File: src/rtl/main_control_fsm_if.sv
// main_control_fsm_if
//   Control bundle between the multicycle main control unit and the datapath.
//   master : the control FSM (consumes opcode/mem_ready, drives every enable,
//            mux select, the OpALU code and the debug state).
//   slave  : the datapath side (drives opcode/mem_ready, consumes controls).
//   Signals:
//     opcode[5:0]    instr[31:26] from the instruction register
//     mem_ready      memory ack (read data valid / write accepted)
//     OpALU[1:0]     00 add, 01 sub, 10 funct-decoded
//     pc_write, pc_write_cond, pc_source[1:0], iord, mem_read, mem_write,
//     ir_write, reg_dst, mem_to_reg, reg_write, alu_src_a, alu_src_b[1:0],
//     illegal_op, state[3:0]
interface main_control_fsm_if;
  logic [5:0] opcode;
  logic       mem_ready;
  logic [1:0] OpALU;
  logic       pc_write;
  logic       pc_write_cond;
  logic [1:0] pc_source;
  logic       iord;
  logic       mem_read;
  logic       mem_write;
  logic       ir_write;
  logic       reg_dst;
  logic       mem_to_reg;
  logic       reg_write;
  logic       alu_src_a;
  logic [1:0] alu_src_b;
  logic       illegal_op;
  logic [3:0] state;

  modport master (
    input  opcode, mem_ready,
    output OpALU, pc_write, pc_write_cond, pc_source, iord, mem_read,
           mem_write, ir_write, reg_dst, mem_to_reg, reg_write, alu_src_a,
           alu_src_b, illegal_op, state
  );

  modport slave (
    output opcode, mem_ready,
    input  OpALU, pc_write, pc_write_cond, pc_source, iord, mem_read,
           mem_write, ir_write, reg_dst, mem_to_reg, reg_write, alu_src_a,
           alu_src_b, illegal_op, state
  );
endinterface

File: src/rtl/main_control_fsm.sv
// main_control_fsm
//   Multicycle main control unit for the MIPS-subset datapath (R, LW, SW,
//   BEQ, ADDI, J). Moore FSM: every control output is decoded from the state
//   register; the only input path to an output is mem_ready gating the
//   PC/IR load strobes in FETCH, so each strobe fires once per instruction.
//   Ports:
//     clk    in  rising-edge clock
//     rst_n  in  asynchronous active-low reset (forces IDLE, outputs 0)
//     bus    main_control_fsm_if.master - opcode/mem_ready in, controls out
module main_control_fsm (
  input  logic                  clk,
  input  logic                  rst_n,
  main_control_fsm_if.master    bus
);

  localparam logic [5:0] OP_R    = 6'b000000;
  localparam logic [5:0] OP_LW   = 6'b100011;
  localparam logic [5:0] OP_SW   = 6'b101011;
  localparam logic [5:0] OP_BEQ  = 6'b000100;
  localparam logic [5:0] OP_ADDI = 6'b001000;
  localparam logic [5:0] OP_J    = 6'b000010;

  typedef enum logic [3:0] {
    IDLE    = 4'd0,
    FETCH   = 4'd1,
    DECODE  = 4'd2,
    MEMADR  = 4'd3,
    MEMRD   = 4'd4,
    MEMWB   = 4'd5,
    MEMWR   = 4'd6,
    EXEC    = 4'd7,
    ALUWB   = 4'd8,
    BRANCH  = 4'd9,
    ADDIEX  = 4'd10,
    ADDIWB  = 4'd11,
    JUMP    = 4'd12,
    ILLEGAL = 4'd13
  } state_t;

  state_t state_q;
  state_t state_d;

  always_ff @(posedge clk or negedge rst_n) begin
    if (!rst_n) state_q <= IDLE;
    else        state_q <= state_d;
  end

  assign bus.state = state_q;

  always_comb begin
    state_d           = state_q;
    bus.OpALU         = 2'b00;
    bus.pc_write      = 1'b0;
    bus.pc_write_cond = 1'b0;
    bus.pc_source     = 2'b00;
    bus.iord          = 1'b0;
    bus.mem_read      = 1'b0;
    bus.mem_write     = 1'b0;
    bus.ir_write      = 1'b0;
    bus.reg_dst       = 1'b0;
    bus.mem_to_reg    = 1'b0;
    bus.reg_write     = 1'b0;
    bus.alu_src_a     = 1'b0;
    bus.alu_src_b     = 2'b00;
    bus.illegal_op    = 1'b0;

    case (state_q)
      IDLE: state_d = FETCH;

      FETCH: begin
        bus.mem_read  = 1'b1;
        bus.alu_src_b = 2'b01;
        // PC+4 and IR load only on the accepted read, so a stall never
        // advances the PC twice.
        bus.ir_write  = bus.mem_ready;
        bus.pc_write  = bus.mem_ready;
        if (bus.mem_ready) state_d = DECODE;
      end

      DECODE: begin
        // Branch target PC + (imm<<2) is precomputed into ALUOut here.
        bus.alu_src_b = 2'b11;
        case (bus.opcode)
          OP_LW, OP_SW: state_d = MEMADR;
          OP_R:         state_d = EXEC;
          OP_BEQ:       state_d = BRANCH;
          OP_ADDI:      state_d = ADDIEX;
          OP_J:         state_d = JUMP;
          default:      state_d = ILLEGAL;
        endcase
      end

      MEMADR: begin
        bus.alu_src_a = 1'b1;
        bus.alu_src_b = 2'b10;
        state_d = (bus.opcode == OP_SW) ? MEMWR : MEMRD;
      end

      MEMRD: begin
        bus.mem_read = 1'b1;
        bus.iord     = 1'b1;
        if (bus.mem_ready) state_d = MEMWB;
      end

      MEMWB: begin
        bus.reg_write  = 1'b1;
        bus.mem_to_reg = 1'b1;
        state_d = FETCH;
      end

      MEMWR: begin
        bus.mem_write = 1'b1;
        bus.iord      = 1'b1;
        if (bus.mem_ready) state_d = FETCH;
      end

      EXEC: begin
        bus.alu_src_a = 1'b1;
        bus.OpALU     = 2'b10;
        state_d = ALUWB;
      end

      ALUWB: begin
        bus.reg_write = 1'b1;
        bus.reg_dst   = 1'b1;
        state_d = FETCH;
      end

      BRANCH: begin
        bus.alu_src_a     = 1'b1;
        bus.OpALU         = 2'b01;
        bus.pc_write_cond = 1'b1;
        bus.pc_source     = 2'b01;
        state_d = FETCH;
      end

      ADDIEX: begin
        bus.alu_src_a = 1'b1;
        bus.alu_src_b = 2'b10;
        state_d = ADDIWB;
      end

      ADDIWB: begin
        bus.reg_write = 1'b1;
        state_d = FETCH;
      end

      JUMP: begin
        bus.pc_write  = 1'b1;
        bus.pc_source = 2'b10;
        state_d = FETCH;
      end

      ILLEGAL: begin
        bus.illegal_op = 1'b1;
        state_d = FETCH;
      end

      // Encodings 14/15 are unreachable; recover through IDLE with outputs 0.
      default: state_d = IDLE;
    endcase
  end

endmodule

File: src/flat_wrapper.sv
// flat-port wrapper written by rule: the top's interface ports become plain ports
module main_control_fsm_flat 
  (clk, rst_n, bus_opcode, bus_mem_ready, bus_OpALU, bus_pc_write, bus_pc_write_cond, bus_pc_source, bus_iord, bus_mem_read, bus_mem_write, bus_ir_write, bus_reg_dst, bus_mem_to_reg, bus_reg_write, bus_alu_src_a, bus_alu_src_b, bus_illegal_op, bus_state);
  main_control_fsm_if bus_i ();
  input  logic clk;
  input  logic rst_n;
  input wire logic [$bits(bus_i.opcode)-1:0] bus_opcode;
  input wire logic [$bits(bus_i.mem_ready)-1:0] bus_mem_ready;
  output wire logic [$bits(bus_i.OpALU)-1:0] bus_OpALU;
  output wire logic [$bits(bus_i.pc_write)-1:0] bus_pc_write;
  output wire logic [$bits(bus_i.pc_write_cond)-1:0] bus_pc_write_cond;
  output wire logic [$bits(bus_i.pc_source)-1:0] bus_pc_source;
  output wire logic [$bits(bus_i.iord)-1:0] bus_iord;
  output wire logic [$bits(bus_i.mem_read)-1:0] bus_mem_read;
  output wire logic [$bits(bus_i.mem_write)-1:0] bus_mem_write;
  output wire logic [$bits(bus_i.ir_write)-1:0] bus_ir_write;
  output wire logic [$bits(bus_i.reg_dst)-1:0] bus_reg_dst;
  output wire logic [$bits(bus_i.mem_to_reg)-1:0] bus_mem_to_reg;
  output wire logic [$bits(bus_i.reg_write)-1:0] bus_reg_write;
  output wire logic [$bits(bus_i.alu_src_a)-1:0] bus_alu_src_a;
  output wire logic [$bits(bus_i.alu_src_b)-1:0] bus_alu_src_b;
  output wire logic [$bits(bus_i.illegal_op)-1:0] bus_illegal_op;
  output wire logic [$bits(bus_i.state)-1:0] bus_state;
  assign bus_i.opcode = bus_opcode;
  assign bus_i.mem_ready = bus_mem_ready;
  assign bus_OpALU = bus_i.OpALU;
  assign bus_pc_write = bus_i.pc_write;
  assign bus_pc_write_cond = bus_i.pc_write_cond;
  assign bus_pc_source = bus_i.pc_source;
  assign bus_iord = bus_i.iord;
  assign bus_mem_read = bus_i.mem_read;
  assign bus_mem_write = bus_i.mem_write;
  assign bus_ir_write = bus_i.ir_write;
  assign bus_reg_dst = bus_i.reg_dst;
  assign bus_mem_to_reg = bus_i.mem_to_reg;
  assign bus_reg_write = bus_i.reg_write;
  assign bus_alu_src_a = bus_i.alu_src_a;
  assign bus_alu_src_b = bus_i.alu_src_b;
  assign bus_illegal_op = bus_i.illegal_op;
  assign bus_state = bus_i.state;
  main_control_fsm u_core (.clk(clk), .rst_n(rst_n), .bus(bus_i));
endmodule
File: config.mk
export PLATFORM = sky130hd
export DESIGN_NAME = main_control_fsm_flat
export DESIGN_NICKNAME = d
export VERILOG_FILES = /design/src/rtl/main_control_fsm_if.sv /design/src/rtl/main_control_fsm.sv /design/src/flat_wrapper.sv
export SDC_FILE = /design/constraint.sdc
export NUM_CORES = 1
export LEC_CHECK = 0
export BUFFER_PORTS_ARGS = -buffer_cell sky130_fd_sc_hd__buf_4
export CAP_MARGIN = 30
export CORE_MARGIN = 5
export CORE_UTILIZATION = 30
export CTS_CLUSTER_SIZE = 20
export DETAILED_ROUTE_END_ITERATION = 12
export MAX_ROUTING_LAYER = met4
export PLACE_DENSITY_LB_ADDON = 0.08
export SLEW_MARGIN = 10
export SYNTH_ARGS = -nofsm -noshare
export SYNTH_HDL_FRONTEND = slang
export SYNTH_SLANG_ARGS = --single-unit
File: constraint.sdc
create_clock -name clk -period 1.6 [get_ports clk]
set_input_delay 0.4 -clock clk [delete_from_list [all_inputs] [get_ports clk]]
set_output_delay 0.4 -clock clk [all_outputs]
set_load 0.05 [all_outputs]
Yosys cells after proc, flatten, opt, wreduce, memory -nomap -nowiden
Cells that the tools add are included.

Latch bits: 0. Memory bits (read-only): 0. Bits in registers: 4. Memories kept: 0. Bits in writable memories: 0. Output and inout bits: 21.

Divide/modulo/power cells: 0. Multiply operators: 0. Equal/unequal tests: 21. Add/sub/neg operators: 0. Shifts and indexed selects: 0. $lt $le $gt $ge: 0. Bitwise logic cells: 0. Multiplexer cells: 20. Reductions and logical operators: 10.

Operator list (count): $pmux 4 s8 (1); $eq 4x4->1 const B (6); $pmux 4 s5 (1); $eq 4x3->1 const B (4); $eq 6x6->1 const B (2); $mux 4 (3); $mux 1 (10); $eq 4x2->1 const B (2); $pmux 2 s2 (2); $reduce_or 2->1 (4); $reduce_or 7->1 (1); $eq 6x2->1 const B (1); $eq 6x3->1 const B (1); $eq 6x4->1 const B (1); $logic_not 6->1 (1); $ne 2x2->1 const B (3); $pmux 2 s3 (1); $eq 4x1->1 const B (1); $logic_not 4->1 (1); $reduce_or 4->1 (1); $reduce_and 3->1 (1); $reduce_or 3->1 (1); $mux 2 (1); $pmux 1 s2 (1).

Logic depth before layout (Yosys ltp)
Gate-level depths: netlist (run 1).

Word-level depth: 4. Gate-level depth with buffers: 5.

Worst setup path after synthesis (run 1)
Ideal clock, no wire load.

Path type: reg2out. Start: register u_core.state_q[0], in the netlist u_core.bus.state[0]. End: output port bus_mem_read. Cell stages (with the launch flop): 5. Setup slack: -1.034 ns. Required time: 1.200 ns. Arrival: 2.234 ns. Path buffers: 2. Path through: dfrtp_1 buf_2 buf_2 xnor2_1 nor3_1.

Cells in the longest elaborated chain, start to end: 3. Elaborated cells on any way between the ends: 4.

RTL lines: start: declaration (line main_control_fsm.sv:40) `state_t state_q;`; start signal: assignment (line main_control_fsm.sv:45) `else state_q <= state_d;`; $eq 4x1->1 or $eq 4x3->1 (tied branches) (line main_control_fsm.sv:67) `case (state_q)`; $reduce_or 2->1 (no line) (*); $mux 1 (*) (line main_control_fsm.sv:67); end: declaration (line flat_wrapper.sv:14) `output wire logic [$bits(bus_i.mem_read)-1:0] bus_mem_read;`.

Every way passes the cells marked *; elsewhere a longest branch is shown, timed or not.

Worst setup path in the final report (run 1)
Start: register u_core.state_q[2], in the netlist u_core.bus.state[2]. End: output port bus_alu_src_a.

Cells in the longest elaborated chain, start to end: 3. Elaborated cells on any way between the ends: 6.

RTL lines: $eq 4x2->1 (tied with other cells) (line main_control_fsm.sv:67); $reduce_or 4->1 (no line) (*); $mux 1 (*) (line main_control_fsm.sv:67); end: declaration (line flat_wrapper.sv:20) `output wire logic [$bits(bus_i.alu_src_a)-1:0] bus_alu_src_a;`.

Marks and branches as above.

==> summary.txt, run 1 <==
Route
  – Via count: 703
  – DR WL/cell: 14.6 um
  – Via density: 5.45
  – Total wire length: 1890 um
  – DRC Markers: 0
  – Iteration-0 DRC Markers: 11
  – Post-DRT Antenna Nets: 0
  – DRT Pass-1 Iters: 4

Yosys
  – Register area share after synthesis: 0.201
  – Syn nets: 80
  – Yosys cell types: 29
  – Mapped Area: 499 um^2
  – Yosys warning count: 0
  – Mapped Cells: 71
  – Synthesis-stage register bit count: 4
  – Syn Area/Cell: 7.03 um^2

Power
  – Leak Pwr: 0.000475 uW
  – Peak VDD IR: 1.75 mV
  – Power per cell area: 2450 nW/um^2

Outcome
  – Status: complete, but fails checks
  – Failing checks: setup timing

Global routing
  – Met2 Resource Use GR: 0.271
  – Via count of the first global-routing pass: 700
  – Gr busiest metal: met2
  – Initial antenna violation count: 0
  – Largest net degree at the start of global routing: 11
  – Global route total overflow: 0
  – Met1 GRT Util: 0.169
  – M3 GR Usage: 0.0237
  – First-pass GRT wire length: 3020 um
  – Gr usage total: 0.153

Final layout
  – Antenna Cells: 0
  – Area delta synth->final: 129%
  – Layout cell share with drive strength beyond 1: 0.673
  – Commonest cells after routing, fill and taps aside: buf_4, buf_6, nor2_4
  – Final instance area: 1140 um^2
  – Layout Nets: 124
  – Max reg flops: 4

Die
  – Die width: 50.8 um
  – Die area: 2580 um^2
  – Initial core utilization: 0.324
  – Cell Rows: 14
  – Core area: 1540 um^2
  – Number of I/O pins: 30
  – Die H: 50.8 um

Timing
  – Slew HR: 0.761
  – Worst slew pin tran: 0.354 ns
  – Final Skew: 0.00134 ns
  – Final hold vios: 0
  – RSZ-0062 raised after global routing: true
  – Final Max Slew Viols: 0
  – Setup violators final: 17
  – Max frequency: 566 MHz
  – Final worst slack: -0.166 ns
  – Tmin final: 1.77 ns
  – Crit share post-route: 1.10

Flow run
  – Max Cap Violations: 0

Clock network
  – CTS tree: yes
  – Worst skew pair latency: 0.24 ns
  – CTS sink count: 4
  – Longest Clk Path Bufs: 2
  – Num CTS Buffers: 3
  – CTS clk-pin slew, worst paths: 0.04 ns
  – Root buffer cell: clkbuf_4
  – CTS H-Tree Depth: 1

Critical path
  – Crit Path Class: reg -> out
  – Worst EP arrival: 1.37 ns
  – Worst Path Max Fanout: 5
  – Worst setup EP type: output pin
  – CP startpoint kind: register
  – CP required: 1.20 ns

Min path
  – Hold Crit Class: in -> reg

Placed design
  – Port Buffers: 29
  – Area after DPL: 918 um^2
  – DP HPWL: 1320 um
  – Pre-CTS setup slack: 0.0342 ns
  – Routability Congestion: 0.825
## cell usage after synthesis (all sizes together)
library cell | count | share of area
nor2 | 9 | 0.068
buf | 6 | 0.065
nand2 | 6 | 0.045
a21oi | 5 | 0.050
dfrtp | 4 | 0.20
nand2b | 4 | 0.050
nor3 | 4 | 0.040
nor3b | 3 | 0.045
o21ai | 3 | 0.030
o22ai | 3 | 0.038
xnor2 | 3 | 0.053
nand3 | 2 | 0.020
nand3b | 2 | 0.030
nand4bb | 2 | 0.045
nor2b | 2 | 0.025
nor4 | 2 | 0.025
a211o | 1 | 0.018
a221oi | 1 | 0.018
and2 | 1 | 0.013
and3b | 1 | 0.018
and4b | 1 | 0.020
clkbuf | 1 | 0.0075
o21a | 1 | 0.015
o41ai | 1 | 0.018
or3 | 1 | 0.013
or4 | 1 | 0.015
xor2 | 1 | 0.018
## metal layers
layer	share of wire	vias to the layer above
li1	-	340
met1	0.40	330
met2	0.54	27
met3	0.047	6
met4	0.021	0
met5	0	-
## worst paths after layout
kind	from	to	slack, ns	depth (start not counted)
worst max-delay path	u_core.bus.state[2]	bus_alu_src_a	-0.17	4
worst min-delay path	bus_opcode[4]	u_core.bus.state[3]	0.48	3
worst max register to register	u_core.bus.state[2]	u_core.bus.state[0]	0.10	4
worst min register to register	u_core.bus.state[3]	u_core.bus.state[2]	0.73	2
max in group asynchronous	rst_n	u_core.bus.state[2]	0.99	2
min in group asynchronous	rst_n	u_core.bus.state[2]	0.50	2
## logic make-up (layout without fill, tap and decap cells)
kind of cell / after synthesis / after routing / share of synthesized area
simple gates: 41 / 41 / 0.471
buf+inv: 7 / 49 / 0.0727
xor+xnor: 4 / 4 / 0.0702
flops: 4 / 4 / 0.201
compound gates: 15 / 15 / 0.185
## what timing repair did
action / 4_1_cts / 5_1_grt
pin swaps: 0 / 2
hold buffers: 1 / 0
resized for setup: 26 / 10
endpoints found under the hold margin: 4 / 0
setup endpoints to repair: 17 / 18
buffers inserted: 3 / 4
## per-stage QoR
step                instances  total power (uW)  utilization  TNS [ns]  hold WS [ns]
floorplan                  71              1840            -     -2.03         0.104
global placement          118              2230        0.596         0         0.199
detailed placement        118              2230        0.596         0         0.200
CTS                       125              2660        0.700     -1.33         0.479
global route              129              2940        0.740     -2.54         0.499
finish                    129              2800        0.740     -1.60         0.478
## worst max-delay path: stages (launching register included)
cell and delay (ns):
dfrtp_4 0.51, buf_4 0.16, nand3b_1 0.20, o21ai_4 0.08, buf_6 0.17
## where the power goes
group | internal, uW | switching, uW | total (uW)
Combinational | 1020 | 1410 | 2420
Clock | 84.3 | 46.8 | 131
Sequential | 156 | 89.6 | 245
## area by class of cell
type	instances	area, um^2
multi-input cells	60	541
repair buffers	46	450
fillers	125	400
flip-flops and latches	4	108
clock buffers	3	22.5
well taps	16	20.0
(Power assumes the default switching activity.)
==> inputs of run 2 (changes only) <==
ABC_AREA = 1   (was default)
==> run 2 against run 1 <==
  * Clock skew is 0.0021 ns higher
  * Routed wire length grew 15%
  * Area after synthesis increased by 6.5%
  * Sequential cell count unchanged
  * Cell area is 11% higher
  * The run still ends with setup timing left
  * Sequential power is 11% higher
  * Sequential share of layout area fell by 1.1 points
  * Power grew 6.7%
  * Core utilization up 0.11 points
  * Clock power hardly changed
  * Non-clock buffer count rose by 4
==> summary.txt, run 2 <==
Critical path
  – Crit path max-delay family: buffers and inverters
  – CP required: 1.20 ns
  – Worst Path Max Fanout: 4
  – Worst EP arrival: 1.39 ns
  – CP most frequent cell: buf_6
  – Worst setup EP type: output pin
  – CP max stage cell: dfrtp_2
  – CP startpoint kind: register
  – Number of buffers and inverters on the critical path: 4
  – Worst path max stage delay: 0.45 ns
  – Crit path cell chain: clkinv_4, nor2_4, inv_2, buf_6, o21ai_4, buf_6
  – Crit Path Class: reg -> out

Yosys
  – Ys async rst share: 1.00
  – Synthesis-stage register bit count: 4
  – Area leader, netlist: dfrtp_1
  – Register area share after synthesis: 0.188
  – Synth top cells by count: nor2_1, nand2_1, inv_1
  – Syn Area/Cell: 5.43 um^2
  – Post-synth EDFFs: 0
  – Top cells by area, synth: dfrtp_1, nor2_1, nand2_1, inv_1, nor2_4
  – Yosys warning count: 0
  – Mapped Area: 532 um^2
  – Syn nets: 107
  – Most frequent cell after synthesis: nor2_1
  – Mapped Cells: 98
  – Area share of the largest cell type after synthesis: 0.188
  – Yosys cell types: 19
  – Synth Flop Type: dfrtp_1

Global routing
  – Initial antenna violation count: 0
  – Via count of the first global-routing pass: 766
  – Largest net degree at the start of global routing: 7
  – First-pass GRT wire length: 3220 um
  – Gr usage total: 0.164
  – Global route total overflow: 0

Timing
  – Final Max Slew Viols: 0
  – Setup violators final: 16
  – Final worst slack: -0.187 ns
  – Max frequency: 560 MHz
  – Crit share post-route: 1.12
  – Worst slew pin tran: 0.232 ns
  – Final Skew: 0.00340 ns
  – Final hold vios: 0
  – Setup_tns: -1.89 ns
  – Slew HR: 0.844
  – Tmin final: 1.79 ns
  – RSZ-0062 raised after global routing: true

Route
  – DRC Markers: 0
  – DR WL/cell: 12.3 um
  – Total wire length: 2160 um
  – Iteration-0 DRC Markers: 7
  – DRT Pass-1 Iters: 4
  – Via count: 789
  – Via density: 4.51
  – Post-DRT Antenna Nets: 0

Die
  – Cell Rows: 15
  – Core area: 1710 um^2
  – Number of I/O pins: 30
  – Initial core utilization: 0.311
  – Die area: 2710 um^2
  – Die width: 52.1 um
  – Die H: 52.1 um

Final layout
  – Layout Nets: 161
  – Layout cell share with drive strength beyond 1: 0.653
  – Area delta synth->final: 138%
  – Max reg flops: 4
  – Antenna Cells: 0
  – Multi-input gate area: 537 um^2
  – Reg area: 105 um^2
  – FILL cells: 131
  – Commonest non-fill, non-tap cell in the layout: buf_4
  – Commonest cells after routing, fill and taps aside: buf_4, nor2_4, nand2_1, buf_6

Clock network
  – CTS H-Tree Depth: 1
  – Worst skew pair latency: 0.24 ns
  – CTS clk-pin slew, worst paths: 0.04 ns
  – Num CTS Buffers: 3
  – CTS tree: yes
  – Longest Clk Path Bufs: 2
  – Root buffer cell: clkbuf_4
  – CTS sink count: 4

Flow run
  – Max Cap Violations: 0

Min path
  – Hold Crit Class: in -> reg

Power
  – Net Sw Power: 1740 uW
  – Leak Pwr: 0.000624 uW
  – Comb power frac: 0.866
  – Internal power: 1250 uW
  – Tot Pwr: 2990 uW
  – Peak VDD IR: 1.70 mV
  – Power per cell area: 2360 nW/um^2
  – Seq pwr share: 0.091
  – Switching part of the total power: 0.583
  – Clk pwr share: 0.043

Outcome
  – Failing checks: setup timing
  – Status: complete, but fails checks

Placed design
  – DP HPWL: 1470 um
  – Routability Congestion: 0.852
  – Port Buffers: 29
run 2: cell types whose count changed after synthesis, moves of 4 or more:
cell	change
nand2_1	+16
nor2_1	+14
inv_1	+12
buf_2	-5
inv_2	+5
nand2b_1	-4
nand3_1	+4
run 2: path summary, 6_finish.rpt:
| check | from | to | slack (ns) | depth (start not counted) |
|---|---|---|---|---|
| worst max register to register | u_core.bus.state[1] | u_core.bus.state[0] | 0.16 | 8 |
| max in group asynchronous | rst_n | u_core.bus.state[0] | 0.97 | 2 |
| worst min register to register | u_core.bus.state[1] | u_core.bus.state[0] | 0.82 | 5 |
| worst max-delay path | u_core.bus.state[1] | bus_alu_src_b[1] | -0.19 | 6 |
| worst min-delay path | bus_mem_ready | u_core.bus.state[0] | 0.37 | 2 |
| min in group asynchronous | rst_n | u_core.bus.state[1] | 0.51 | 2 |
run 2: layout make-up:
class                      instances  area share
clock buffer                       3      0.0178
inverter                          19      0.0662
multi-input combinational         74       0.424
sequential                         4      0.0830
tap                               25      0.0247
timing repair buffer              50       0.384
run 2: routing by layer:
metal	wire length, um	part of all wire	GRT usage	vias up
met1	869	0.40	0.180	363
met5	0	0	-	-
li1	-	-	-	407
met2	1220	0.56	0.295	17
met3	57	0.026	0.0201	2
met4	17	0.0079	0.0655	0
run 2: cell families (layout without fill, tap and decap cells):
logic type             Yosys count  after routing  share of synthesized area
and+or+nand+nor                 63             63                      0.551
AOI/OAI and AO/OA               11             11                      0.113
DFF                              4              4                      0.188
buffers and inverters           20             72                      0.148
run 2: power groups by stage:
stage,Combinational (uW),Clock [uW],Sequential [uW]
floorplan,1270,0,398
global placement,1980,0,243
detailed placement,1980,0,240
CTS,2360,131,270
global route,2720,135,279
finish,2590,128,271
run 2: metrics by stage:
| stage | util | hold WS, ns | setup WS [ns] | cells | instance area, um^2 |
|---|---|---|---|---|---|
| after floorplan | - | 0.104 | -0.230 | 98 | 651 |
| after global placement | 0.553 | 0.196 | 0.0221 | 158 | 945 |
| after detailed placement | 0.553 | 0.198 | 0.00978 | 158 | 945 |
| after CTS | 0.676 | 0.372 | -0.162 | 168 | 1150 |
| after global routing | 0.741 | 0.380 | -0.238 | 175 | 1270 |
| final | 0.741 | 0.374 | -0.187 | 175 | 1270 |
run 2: timing repair:
item | in CTS | in global routing
pin swaps | 9 | 12
gates resized for setup | 37 | 15
endpoints found under the hold margin | 4 | 0
hold buffers | 1 | 0
setup endpoints to repair | 17 | 17
buffers inserted | 6 | 7
gates cloned | 0 | 0
==> inputs of run 3 (changes only) <==
--- a/config.mk
+++ b/config.mk
@@ -10,4 +10,5 @@
 export CAP_MARGIN = 30
+export CORE_ASPECT_RATIO = 1.25
 export CORE_MARGIN = 5
-export CORE_UTILIZATION = 30
+export CORE_UTILIZATION = 31
 export CTS_CLUSTER_SIZE = 20
--- a/constraint.sdc
+++ b/constraint.sdc
@@ -3,2 +3,2 @@
 set_output_delay 0.4 -clock clk [all_outputs]
-set_load 0.05 [all_outputs]
+set_load 0.1 [all_outputs]
==> run 3 against run 2 <==
  * The flow still finishes with violations (setup timing)
  * Critical path depth increased by 1
  * Global-route usage up 11 points
  * Cell area increased by 21%
  * Maximum frequency is 12% lower
  * Clock skew grew 0.0091 ns
  * Via count up 37%
  * Count of clock-buffer cells in the layout did not move
  * Sequential cell count stayed put
  * Register-to-register slack got worse by 0.36 ns
  * Sequential share of layout area is 0.81 points lower
  * Critical endpoint is now bus_reg_write
==> summary.txt, run 3 (synthesized netlist as in run 2, its figures left out) <==
Critical path
  – CP startpoint kind: register
  – Reg-to-reg startpoint: u_core.bus.state[0]
  – Worst Reg2Reg Path Length in Cells: 10
  – Worst Path Max Fanout: 4
  – RR Endpoint: u_core.bus.state[0]
  – Worst EP arrival: 1.62 ns
  – CP required: 1.20 ns
  – Worst setup EP type: output pin
  – Reg2Reg Setup Slack: -0.20 ns
  – Crit Path Class: reg -> out

Route
  – Via density: 5.93
  – Post-DRT Antenna Nets: 0
  – Via count: 1,079
  – Total wire length: 4630 um
  – Iteration-0 DRC Markers: 51
  – DR WL/cell: 25.5 um
  – DRT Pass-1 Iters: 4
  – DRC Markers: 0

Timing
  – Final Max Slew Viols: 0
  – Slew HR: 0.803
  – Setup violators final: 23
  – Final hold vios: 0
  – Tmin final: 2.02 ns
  – Final worst slack: -0.420 ns
  – RSZ-0062 raised after global routing: true
  – Worst slew pin tran: 0.295 ns
  – Max frequency: 495 MHz
  – Crit share post-route: 1.26
  – Final Skew: 0.0125 ns

Min path
  – Hold Crit Class: in -> reg
  – WHS Path Cells: 2
  – Hold endpoint: u_core.bus.state[0]
  – Hold Path Origin: bus_mem_ready

Placed design
  – Port Buffers: 29
  – DP HPWL: 1660 um
  – Placed cell count: 167
  – Routability Congestion: 0.769

Final layout
  – Commonest non-fill, non-tap cell in the layout: buf_4
  – Commonest cells after routing, fill and taps aside: buf_4, buf_12, nor2_4, nand2_1, nor2_1
  – Area delta synth->final: 189%
  – FILL cells: 35
  – Max reg flops: 4
  – Antenna Cells: 0
  – Final Non-Filler Cells: 182
  – Layout cell share with drive strength beyond 1: 0.689
  – Layout Nets: 175
  – Multi-input gate area: 541 um^2
  – Reg area: 115 um^2

Global routing
  – Gr busiest metal: met2
  – Gr usage total: 0.271
  – M3 GR Usage: 0.0607
  – Largest net degree at the start of global routing: 8
  – Met2 Resource Use GR: 0.450
  – Via count of the first global-routing pass: 979
  – Met1 GRT Util: 0.289
  – Initial antenna violation count: 0
  – Global route total overflow: 0
  – First-pass GRT wire length: 4950 um

Clock network
  – CTS H-Tree Depth: 1
  – CTS sink count: 4
  – Root buffer cell: clkbuf_4
  – CTS clk-pin slew, worst paths: 0.06 ns
  – CTS tree: yes
  – Longest Clk Path Bufs: 2
  – Num CTS Buffers: 3
  – Worst skew pair latency: 0.27 ns

Flow run
  – Max Cap Violations: 0

Outcome
  – Failing checks: setup timing
  – Status: complete, but fails checks

Die
  – Cell Rows: 16
  – Number of I/O pins: 30
  – Die H: 56.3 um
  – Die width: 47.0 um
  – Core area: 1600 um^2
  – Die area: 2650 um^2
  – Initial core utilization: 0.332
## run 3: cell types whose count changed in the layout (fill, tap and decap cells not counted), moves of 2 or more
| cell | before | now |
|---|---|---|
| dfrtp_4 | 0 | 4 |
| nand2_4 | 5 | 3 |
| inv_1 | 10 | 8 |
| buf_6 | 15 | 4 |
| buf_8 | 7 | 0 |
| dfrtp_2 | 4 | 0 |
| buf_4 | 27 | 39 |
| buf_12 | 0 | 20 |
## run 3: area by class of cell
cell class,count,area share
Timing Repair Buffer,64,0.487
Multi-Input combinational cell,74,0.352
Sequential cell,4,0.0749
Inverter,19,0.0570
Clock buffer,3,0.0147
Tap cell,18,0.0147
## run 3: critical path: stages (launching register included)
cell     delay, ns
dfrtp_4       0.48
inv_4         0.07
nor2_4        0.15
inv_4         0.09
nor2_4        0.20
nor2_2        0.08
o21ai_4       0.08
buf_12        0.19
## run 3: through the flow
stage / worst slack, ns / TNS (ns) / cell area (um^2) / hold slack, ns / util
after global placement: -0.107 / -0.458 / 1110 / 0.199 / 0.695
after CTS: -0.257 / -3.44 / 1470 / 0.382 / 0.920
final: -0.420 / -6.06 / 1540 / 0.387 / 0.959
after global routing: -0.421 / -6.95 / 1540 / 0.407 / 0.959
after detailed placement: -0.140 / -0.557 / 1110 / 0.197 / 0.695
after floorplan: -0.614 / -6.78 / 708 / 0.104 / -
## run 3: timing repair
| item | 4_1_cts | 5_1_grt |
|---|---|---|
| setup buffers | 6 | 5 |
| hold endpoints to repair | 4 | 0 |
| resized for setup | 66 | 7 |
| setup endpoints to repair | 17 | 18 |
| hold buffers | 1 | 0 |
| pin swaps | 7 | 5 |
## run 3: how the worst max path moves through the flow
stage	from	endpoint	slack, ns	cells past startpoint
2_1_floorplan	u_core.bus.state[1]	bus_reg_write	-0.61	5
3_3_place_gp	u_core.bus.state[2]	bus_alu_src_a	-0.11	6
3_5_place_dp	u_core.bus.state[0]	bus_alu_src_a	-0.14	6
4_1_cts	u_core.bus.state[2]	bus_pc_write	-0.26	4
5_1_grt	u_core.bus.state[2]	bus_reg_write	-0.42	7
6_report	u_core.bus.state[2]	bus_reg_write	-0.42	7
## run 3: routing by layer
metal	wire length [um]	part of all wire
met5	0	0
met4	388	0.084
met3	502	0.11
met2	2230	0.48
met1	1510	0.33
Power of run 3 is left out: the tool's default activity adds up to more than one toggle a clock period on the data nets, which glitch-free logic cannot reach.
